===== src/rtl/fdma_wr_arbiter_n.sv =====
// N-channel FDMA write arbiter: grants one upstream channel per burst, muxes its
// address/size/data onto the shared FDMA port and checks delivered beats against size.
module fdma_wr_arbiter_n #(
  parameter int unsigned CH_NUM     = 4,
  parameter int unsigned ADDR_WIDTH = 21,
  parameter int unsigned DATA_WIDTH = 32,
  parameter int unsigned ARB_MODE   = 0
) (
  input  logic                           I_fdma_clk,
  input  logic                           I_fdma_rstn,
  input  logic [CH_NUM*ADDR_WIDTH-1:0]   I_fdma_waddr,
  input  logic [CH_NUM-1:0]              I_fdma_wareq,
  input  logic [CH_NUM*16-1:0]           I_fdma_wsize,
  output logic [CH_NUM-1:0]              O_fdma_wbusy,
  input  logic [CH_NUM*DATA_WIDTH-1:0]   I_fdma_wdata,
  output logic [CH_NUM-1:0]              O_fdma_wvalid,
  output logic [ADDR_WIDTH-1:0]          O_fdma_waddr,
  output logic                           O_fdma_wareq,
  output logic [15:0]                    O_fdma_wsize,
  output logic [DATA_WIDTH-1:0]          O_fdma_wdata,
  input  logic                           I_fdma_wbusy,
  input  logic                           I_fdma_wvalid,
  output logic [$clog2(CH_NUM)-1:0]      O_grant_id,
  output logic                           O_len_err
);

  localparam int unsigned GW = $clog2(CH_NUM);

  typedef enum logic [1:0] {IDLE, REQ, BUSY, DONE} state_t;

  state_t                  state, state_nxt;
  logic [15:0]             beat_cnt, beat_nxt;
  logic [GW-1:0]           winner;
  logic                    grant_go, beat_inc, burst_end;
  int unsigned             gid, rank, best;

  logic [ADDR_WIDTH-1:0]   addr_arr [CH_NUM];
  logic [15:0]             size_arr [CH_NUM];
  logic [DATA_WIDTH-1:0]   data_arr [CH_NUM];

  for (genvar g = 0; g < CH_NUM; g++) begin : g_unpack
    assign addr_arr[g] = I_fdma_waddr[g*ADDR_WIDTH +: ADDR_WIDTH];
    assign size_arr[g] = I_fdma_wsize[g*16 +: 16];
    assign data_arr[g] = I_fdma_wdata[g*DATA_WIDTH +: DATA_WIDTH];
  end

  // Each channel gets a rank (distance after the last grant, or its own index in
  // fixed-priority mode); the lowest-ranked requester wins.
  always_comb begin
    winner = O_grant_id;
    gid    = 32'(O_grant_id);
    rank   = 0;
    best   = CH_NUM;
    for (int unsigned j = 0; j < CH_NUM; j++) begin
      if (ARB_MODE != 0)
        rank = j;
      else
        rank = (j > gid) ? (j - gid - 1) : (j + CH_NUM - gid - 1);
      if (I_fdma_wareq[j] && (rank < best)) begin
        best   = rank;
        winner = GW'(j);
      end
    end
  end

  always_comb begin
    state_nxt = state;
    case (state)
      IDLE:    if ((|I_fdma_wareq) && !I_fdma_wbusy) state_nxt = REQ;
      REQ:     if (I_fdma_wbusy) state_nxt = BUSY;
      BUSY:    if (!I_fdma_wbusy) state_nxt = DONE;
      DONE:    state_nxt = IDLE;
      default: state_nxt = IDLE;
    endcase
  end

  assign grant_go  = (state == IDLE) && (state_nxt == REQ);
  assign beat_inc  = (state == BUSY) && I_fdma_wvalid;
  assign burst_end = (state == BUSY) && !I_fdma_wbusy;
  // A beat arriving on the same cycle wbusy drops still counts toward the length check.
  assign beat_nxt  = beat_cnt + 16'(beat_inc);

  always_ff @(posedge I_fdma_clk or negedge I_fdma_rstn) begin
    if (!I_fdma_rstn) begin
      state        <= IDLE;
      O_fdma_wareq <= 1'b0;
      O_grant_id   <= GW'(CH_NUM - 1);
      O_fdma_waddr <= '0;
      O_fdma_wsize <= '0;
      beat_cnt     <= '0;
      O_len_err    <= 1'b0;
    end else begin
      state        <= state_nxt;
      O_fdma_wareq <= (state_nxt == REQ);
      if (grant_go) begin
        O_grant_id   <= winner;
        O_fdma_waddr <= addr_arr[winner];
        O_fdma_wsize <= size_arr[winner];
        beat_cnt     <= '0;
      end else if (beat_inc) begin
        beat_cnt <= beat_nxt;
      end
      if (burst_end && (beat_nxt != O_fdma_wsize))
        O_len_err <= 1'b1;
    end
  end

  always_comb begin
    O_fdma_wbusy  = '0;
    O_fdma_wvalid = '0;
    for (int unsigned j = 0; j < CH_NUM; j++) begin
      if (O_grant_id == GW'(j)) begin
        O_fdma_wbusy[j]  = (state == REQ) || (state == BUSY);
        O_fdma_wvalid[j] = (state == BUSY) && I_fdma_wvalid;
      end
    end
  end

  assign O_fdma_wdata = data_arr[O_grant_id];

endmodule

===== config.mk =====
export PLATFORM = sky130hd
export DESIGN_NAME = fdma_wr_arbiter_n
export DESIGN_NICKNAME = d
export VERILOG_FILES = /design/src/rtl/fdma_wr_arbiter_n.sv
export SDC_FILE = /design/constraint.sdc
export NUM_CORES = 1
export LEC_CHECK = 0
export CAP_MARGIN = 20
export CORE_AREA = 2 2 143 145
export CTS_CLUSTER_DIAMETER = 60
export DETAILED_ROUTE_END_ITERATION = 7
export DIE_AREA = 0 0 145 147
export HOLD_SLACK_MARGIN = 0.05
export PLACE_DENSITY = 0.71
export REMOVE_ABC_BUFFERS = 1
export SETUP_SLACK_MARGIN = 0.4
export SYNTH_ARGS = -nofsm -noshare
export SYNTH_HDL_FRONTEND = slang
export SYNTH_SLANG_ARGS = --single-unit

===== constraint.sdc =====
create_clock -name I_fdma_clk -period 16.55 [get_ports I_fdma_clk]
set_clock_uncertainty 0.15 [all_clocks]
set_input_delay 3.31 -clock I_fdma_clk [delete_from_list [all_inputs] [get_ports I_fdma_clk]]
set_output_delay 3.31 -clock I_fdma_clk [all_outputs]
set_load 0.005 [all_outputs]

==> results of run 1 <==
[synthesized netlist by cell type (all sizes together) (3+ instances only)]
master and number:
nor2 68, dfrtp 57, mux2i 38, o22ai 37
a221oi 35, mux4 32, nand2 30, xnor2 27
ha 26, clkbuf 20, buf 18, inv 12
o21ai 12, xor2 11, a21oi 10, nor3 8
and3 6, and2 5, nand3 5, nand4 5
a31oi 4, nor2b 4, nor4 4, nand2b 3
nor3b 3, nor4b 3, o211ai 3, or3 3
[registers in the layout, summed over array words and instances, names as in the netlist]
signal        count
O_len_err         1
O_fdma_wareq      1
O_fdma_waddr     21
beat_cnt         16
O_grant_id        2
O_fdma_wsize     16
state             2
[report_power, final]
group          internal (uW)  total [uW]  leakage [uW]  switching [uW]
clock network            112         178      0.000141            66.1
logic                    584        1150       0.00285             566
registers                202         249      0.000694            46.4
total                    898        1580       0.00369             679
[worst max-delay path: cells and delay by family]
family	cells	cell delay [ps]
compound gates	11	2660
buf+inv	2	1110
simple gates	2	780
fa+ha+maj	3	720
mux	1	200
[stage by stage]
| step | total power (uW) | hold slack, ps | util, % | setup slack (ps) | instances |
|---|---|---|---|---|---|
| after floorplan | 956 | 313 | - | 7150 | 492 |
| after global placement | 1380 | 351 | 46.2 | 7700 | 1133 |
| after detailed placement | 1400 | 358 | 46.2 | 7530 | 1133 |
| after CTS | 1580 | 370 | 47.7 | 7850 | 1148 |
| after global routing | 1690 | 373 | 47.8 | 7390 | 1152 |
| final | 1580 | 356 | 47.8 | 7820 | 1152 |
[path summary, 6_finish.rpt]
| check | from | endpoint | slack, ps |
|---|---|---|---|
| hold reg to reg | O_len_err | O_len_err | 360 |
| setup / recovery | I_fdma_wareq[0] | O_fdma_wsize[12] | 7820 |
| setup reg to reg | O_grant_id[0] | O_fdma_wsize[12] | 9440 |
| min in group asynchronous | I_fdma_rstn | O_fdma_wsize[4] | 3000 |
| hold / removal | O_len_err | O_len_err | 360 |
| max in group asynchronous | I_fdma_rstn | O_fdma_waddr[8] | 12720 |
[metal layers]
layer  vias to the layer above  track usage [%]  wire length [microns]
li1                       2726                -                      -
met1                      2764             22.2                   8310
met2                       252             36.0                  11200
met3                        25             5.28                   1450
met4                         0             7.18                    542
met5                         -                0                      0
[kinds of logic after synthesis]
kind of cell             count (synthesis)
AO/OA/AOI/OAI                          124
other                                    2
AND/OR/NAND/NOR                        154
buffers and inverters                   51
flip-flops                              59
multiplexers                            70
adder cells (fa/ha/maj)                 26
XOR/XNOR                                38
[final cells by class]
cell class              instances  area (sq um)
fillers                      1869         10400
repair buffers                372          3710
multi-input cells             420          3620
flip-flops and latches         59          1480
well taps                     270           338
clock buffers                  13           270
inverters                      13          48.8
clock inverters                 2          10.0
diodes                          3          7.51
==> run metrics, run 1 <==
status finished, final reports clean; final wirelength 21.5 mm; DIE AREA 0.0213 sq mm; Hold Crit Depth 1; ys async rst share 100%; critical path data required time 16,610 ps; Final #Nets 1,185; CTS Sinks 59; # setup viols final 0; Post-Synthesis Cell Area 0.00529 sq mm; later-pin clock latency in the skew report 340 ps; io pins 365; CP max stage cell buf_4; Hold Path Class reg -> reg; CTS clk-pin slew, worst paths 50 ps; syn_area_per_cell 10.1 sq um; post-DP HPWL 17.0 mm; post-route ant nets 0; grt total ovfl 0; share of the synthesized area in the top cell type 27.0%; Clock H-tree levels 3; largest net degree at the start of global routing 60; placed cell areas 0.00918 sq mm; slowest cell delay on critical path 580 ps; sequential area share after synthesis 28.0%; initial drt markers 176; DRC viols 0; Synth Instances 524; cts repair resizes 0; Synth Flop Type dfrtp_1; vias in the first global route 5,899; layout cell share with drive strength beyond 1 10.2%; first-pass GRT wire length 33.4 mm; mux cell area share after synthesis 20.8%; area leader, netlist dfrtp_1; initial cell density of the core 26.6%; Setup CP Type in -> reg; slew margin rel. 30.6%; Max Clk Rate 0.114 GHz; fin area 0.00949 sq mm; row cnt 52; number of flops mapped to enable cells by yosys 0; Via Count 5,767; R2R depth 22; Port Buffer Count 364; Adder-Cell Fraction of Synth Area 6.16%; startpoint types input pin; GRT Total Usage 19.7%; simple-gate area share of the yosys netlist 14.6%; Period minus WS final 8730 ps; Leakage 0.00369 uW; Final period util 52.8%; RSZ-0062 raised after global routing false; Warnings, synthesis 0; Peak VDD IR 0.000109 V; Num CTS Buffers 9; Hold Vio Cnt, Final 0; post-synth cell types 66; Pwr Density 166 mW/mm^2; WP data arrival 8790 ps; Fin Setup TNS 0 ps; number of synthesized register bits 59; commonest cells after routing, fill and taps aside clkdlybuf4s50_1 (363), nor2_1 (68), dfrtp_1 (57), mux2i_1 (38), o22ai_1 (37); Die Span Y 147 microns; hold buffers post-CTS 0; drt first pass iters 4; Synth area leaders dfrtp_1 (27%), mux4_2 (14%), mux2i_1 (7.2%); Top cell by count, worst path ha_1; Worst-Margin Slew 1040 ps; largest family of logic cells by synthesized area multiplexers; CTS Root Buffer Type clkbuf_16; initial antenna violation count 3; DR WL/cell 18.7 microns; Clock Tree Buf Depth 2; CTS tree built; commonest non-fill, non-tap cell in the layout clkdlybuf4s50_1; Setup Fix Bufs, Post-CTS 0; max-cap viol count 0; synthesis-to-layout area growth 79.5%; core area 0.0198 sq mm; vias per cell 5.01; Synth Area in XOR/XNOR 6.30%; Die X 145 microns; Worst setup EP type register; crit path cell chain clkdlybuf4s50_1 -> ha_1 -> a211oi_1 -> o221ai_2 -> or3_1 -> ha_1 -> nor4b_4 -> a2bb2oi_1 -> o211a_1 -> a22o_1 -> o21ai_0 -> ha_1 -> o21ai_0 -> o221a_2 -> a21boi_0 -> a211oi_4 -> buf_4 -> mux2i_1 -> a222oi_1; Routability Congestion 0.847; Final Max Tran Viols 0; Synth Area in Compound Gates 19.3%; maximum fanout along the worst path 38
(Power assumes the default switching activity.)
==> inputs of run 2 (changes only) <==
Settings changed: CORE_AREA 2 2 143 145 to 2 2 142 144, DIE_AREA 0 0 145 147 to 0 0 144 146, PLACE_DENSITY 0.71 to 0.74.
Clock period 16.55 ns to 7.7 ns, I/O delays scaled along.
==> run metrics, run 2 (synthesis gave the netlist of run 1 again) <==
post-DP HPWL 17.3 mm (was 17.0 mm); Clock H-tree levels 3 (unchanged); initial antenna violation count 0 (was 3); hold buffers post-CTS 0 (unchanged); RSZ-0062 raised after global routing false (unchanged); DRC viols 0 (unchanged); Max Clk Rate 0.146 GHz; status finished, final reports clean (unchanged); Hold Crit Depth 1 (unchanged); largest net degree at the start of global routing 60 (unchanged); max FFs per register 21 (unchanged); slew margin rel. 36.8% (was 30.6%); Pwr Density 362 mW/mm^2 (was 166 mW/mm^2); WP data arrival 6900 ps (was 8790 ps); io pins 365 (unchanged); Top reg by flops O_fdma_waddr (unchanged); Via Count 5,763 (was 5,767); DR WL/cell 19.0 microns (was 18.7 microns); startpoint types input pin (unchanged); Hold Vio Cnt, Final 0 (unchanged); initial drt markers 170 (was 176); first-pass GRT wire length 32.6 mm (was 33.4 mm); commonest non-fill, non-tap cell in the layout clkdlybuf4s50_1 (unchanged); Antenna diodes 0 (was 3); maximum fanout along the worst path 35 (was 38); Peak VDD IR 0.000413 V (was 0.000109 V); Die X 144 microns (was 145 microns); r2r setup slk 1540 ps (was 9440 ps); Final Max Tran Viols 0 (unchanged); Worst-Margin Slew 944 ps (was 1040 ps); Hold Path Class reg -> reg (unchanged); critical path data required time 7770 ps (was 16,610 ps); R2R depth 22 (unchanged); Routability Congestion 0.874 (was 0.847); post-route ant nets 0 (unchanged); vias in the first global route 6,077 (was 5,899); Fin Setup TNS 0 ps (unchanged); row cnt 51 (was 52); layout cell share with drive strength beyond 1 10.1% (was 10.2%); CTS clk-pin slew, worst paths 50 ps (about the same); later-pin clock latency in the skew report 330 ps (was 340 ps); Port Buffer Count 364 (unchanged); Period minus WS final 6830 ps; core area 0.0193 sq mm (was 0.0198 sq mm); Die Span Y 146 microns (was 147 microns); Clock Tree Buf Depth 2 (unchanged); initial cell density of the core 27.3% (was 26.6%); Final period util 88.7%; synthesis-to-layout area growth 79.5% (about the same); max-cap viol count 0 (unchanged); GRT Total Usage 20.0% (was 19.7%); commonest cells after routing, fill and taps aside clkdlybuf4s50_1 (363), nor2_1 (68), dfrtp_1 (57), mux2i_1 (38), o22ai_1 (37) (unchanged); cts repair resizes 0 (unchanged); largest registers O_fdma_waddr: 21 flops, O_fdma_wsize: 16 flops, beat_cnt: 16 flops (unchanged); final wirelength 21.8 mm (was 21.5 mm); CTS Sinks 59 (unchanged); Leakage 0.00369 uW (about the same); drt first pass iters 5 (was 4); CTS Root Buffer Type clkbuf_16 (unchanged); vias per cell 5.04 (was 5.01); DIE AREA 0.0210 sq mm (was 0.0213 sq mm); Final #Nets 1,185 (unchanged); Num CTS Buffers 9 (unchanged); CTS tree built (unchanged); grt total ovfl 0 (unchanged); Worst setup EP type register (unchanged); # setup viols final 0 (unchanged); power after layout 3430 uW (was 1580 uW); Setup Fix Bufs, Post-CTS 0 (unchanged); Setup CP Type in -> reg (unchanged)
==> run 2: worst max-delay path: stages <==
cell and delay (ps):
clkdlybuf4s50_1 520, ha_1 250, a211oi_1 300, o221ai_2 290, or3_1 450, ha_1 250, nor4b_4 350, a2bb2oi_1 200
o211a_1 190, a22o_1 270, nand2_1 90, o21ai_0 150, ha_1 350, o21ai_0 270, o221a_2 230, a21boi_0 360
a211oi_4 100, buf_12 210, mux2i_1 160, a221oi_1 330
==> run 2: per-layer routing <==
| metal | wire length, microns | vias up | share of wire [%] | track usage, % |
|---|---|---|---|---|
| met5 | 0 | - | 0 | 0 |
| met4 | 898 | 0 | 4.1 | 9.26 |
| met3 | 1850 | 46 | 8.5 | 4.71 |
| met2 | 11200 | 299 | 51 | 36.5 |
| met1 | 7890 | 2712 | 36 | 21.6 |
| li1 | - | 2706 | - | - |
==> run 2: path summary, 6_finish.rpt <==
| path | startpoint | endpoint |
|---|---|---|
| max reg2reg | O_grant_id[1] | O_fdma_waddr[1] |
| max | I_fdma_wareq[0] | O_fdma_waddr[1] |
| min in group asynchronous | I_fdma_rstn | O_fdma_wsize[3] |
| min reg2reg | O_len_err | O_len_err |
| max in group asynchronous | I_fdma_rstn | O_fdma_waddr[9] |
| min | O_len_err | O_len_err |
==> run 2: stage by stage <==
step | std cells | cell area (sq um) | setup slack (ps) | utilization (%) | hold slack, ps
finish | 1144 | 9490 | 867 | 49.1 | 317
global route | 1144 | 9490 | 523 | 49.1 | 347
CTS | 1144 | 9490 | 941 | 49.1 | 319
detailed placement | 1129 | 9190 | 593 | 47.5 | 308
global placement | 1129 | 9190 | 830 | 47.5 | 303
floorplan | 492 | 5110 | -292 | - | 313
==> run 2: cell type report <==
| class | instances | area (sq um) |
|---|---|---|
| fill | 1773 | 9850 |
| timing repair buffer | 372 | 3710 |
| tap | 265 | 332 |
| clock inverter | 2 | 35.0 |
| clock buffer | 13 | 260 |
| sequential | 59 | 1480 |
| inverter | 13 | 48.8 |
| multi-input combinational | 420 | 3620 |
==> run 2: where the power goes <==
part           switching, uW  total, uW  internal (uW)  leakage (uW)
sequential              98.4        533            434      0.000694
clock                    143        409            266      0.000146
combinational           1220       2490           1270       0.00286
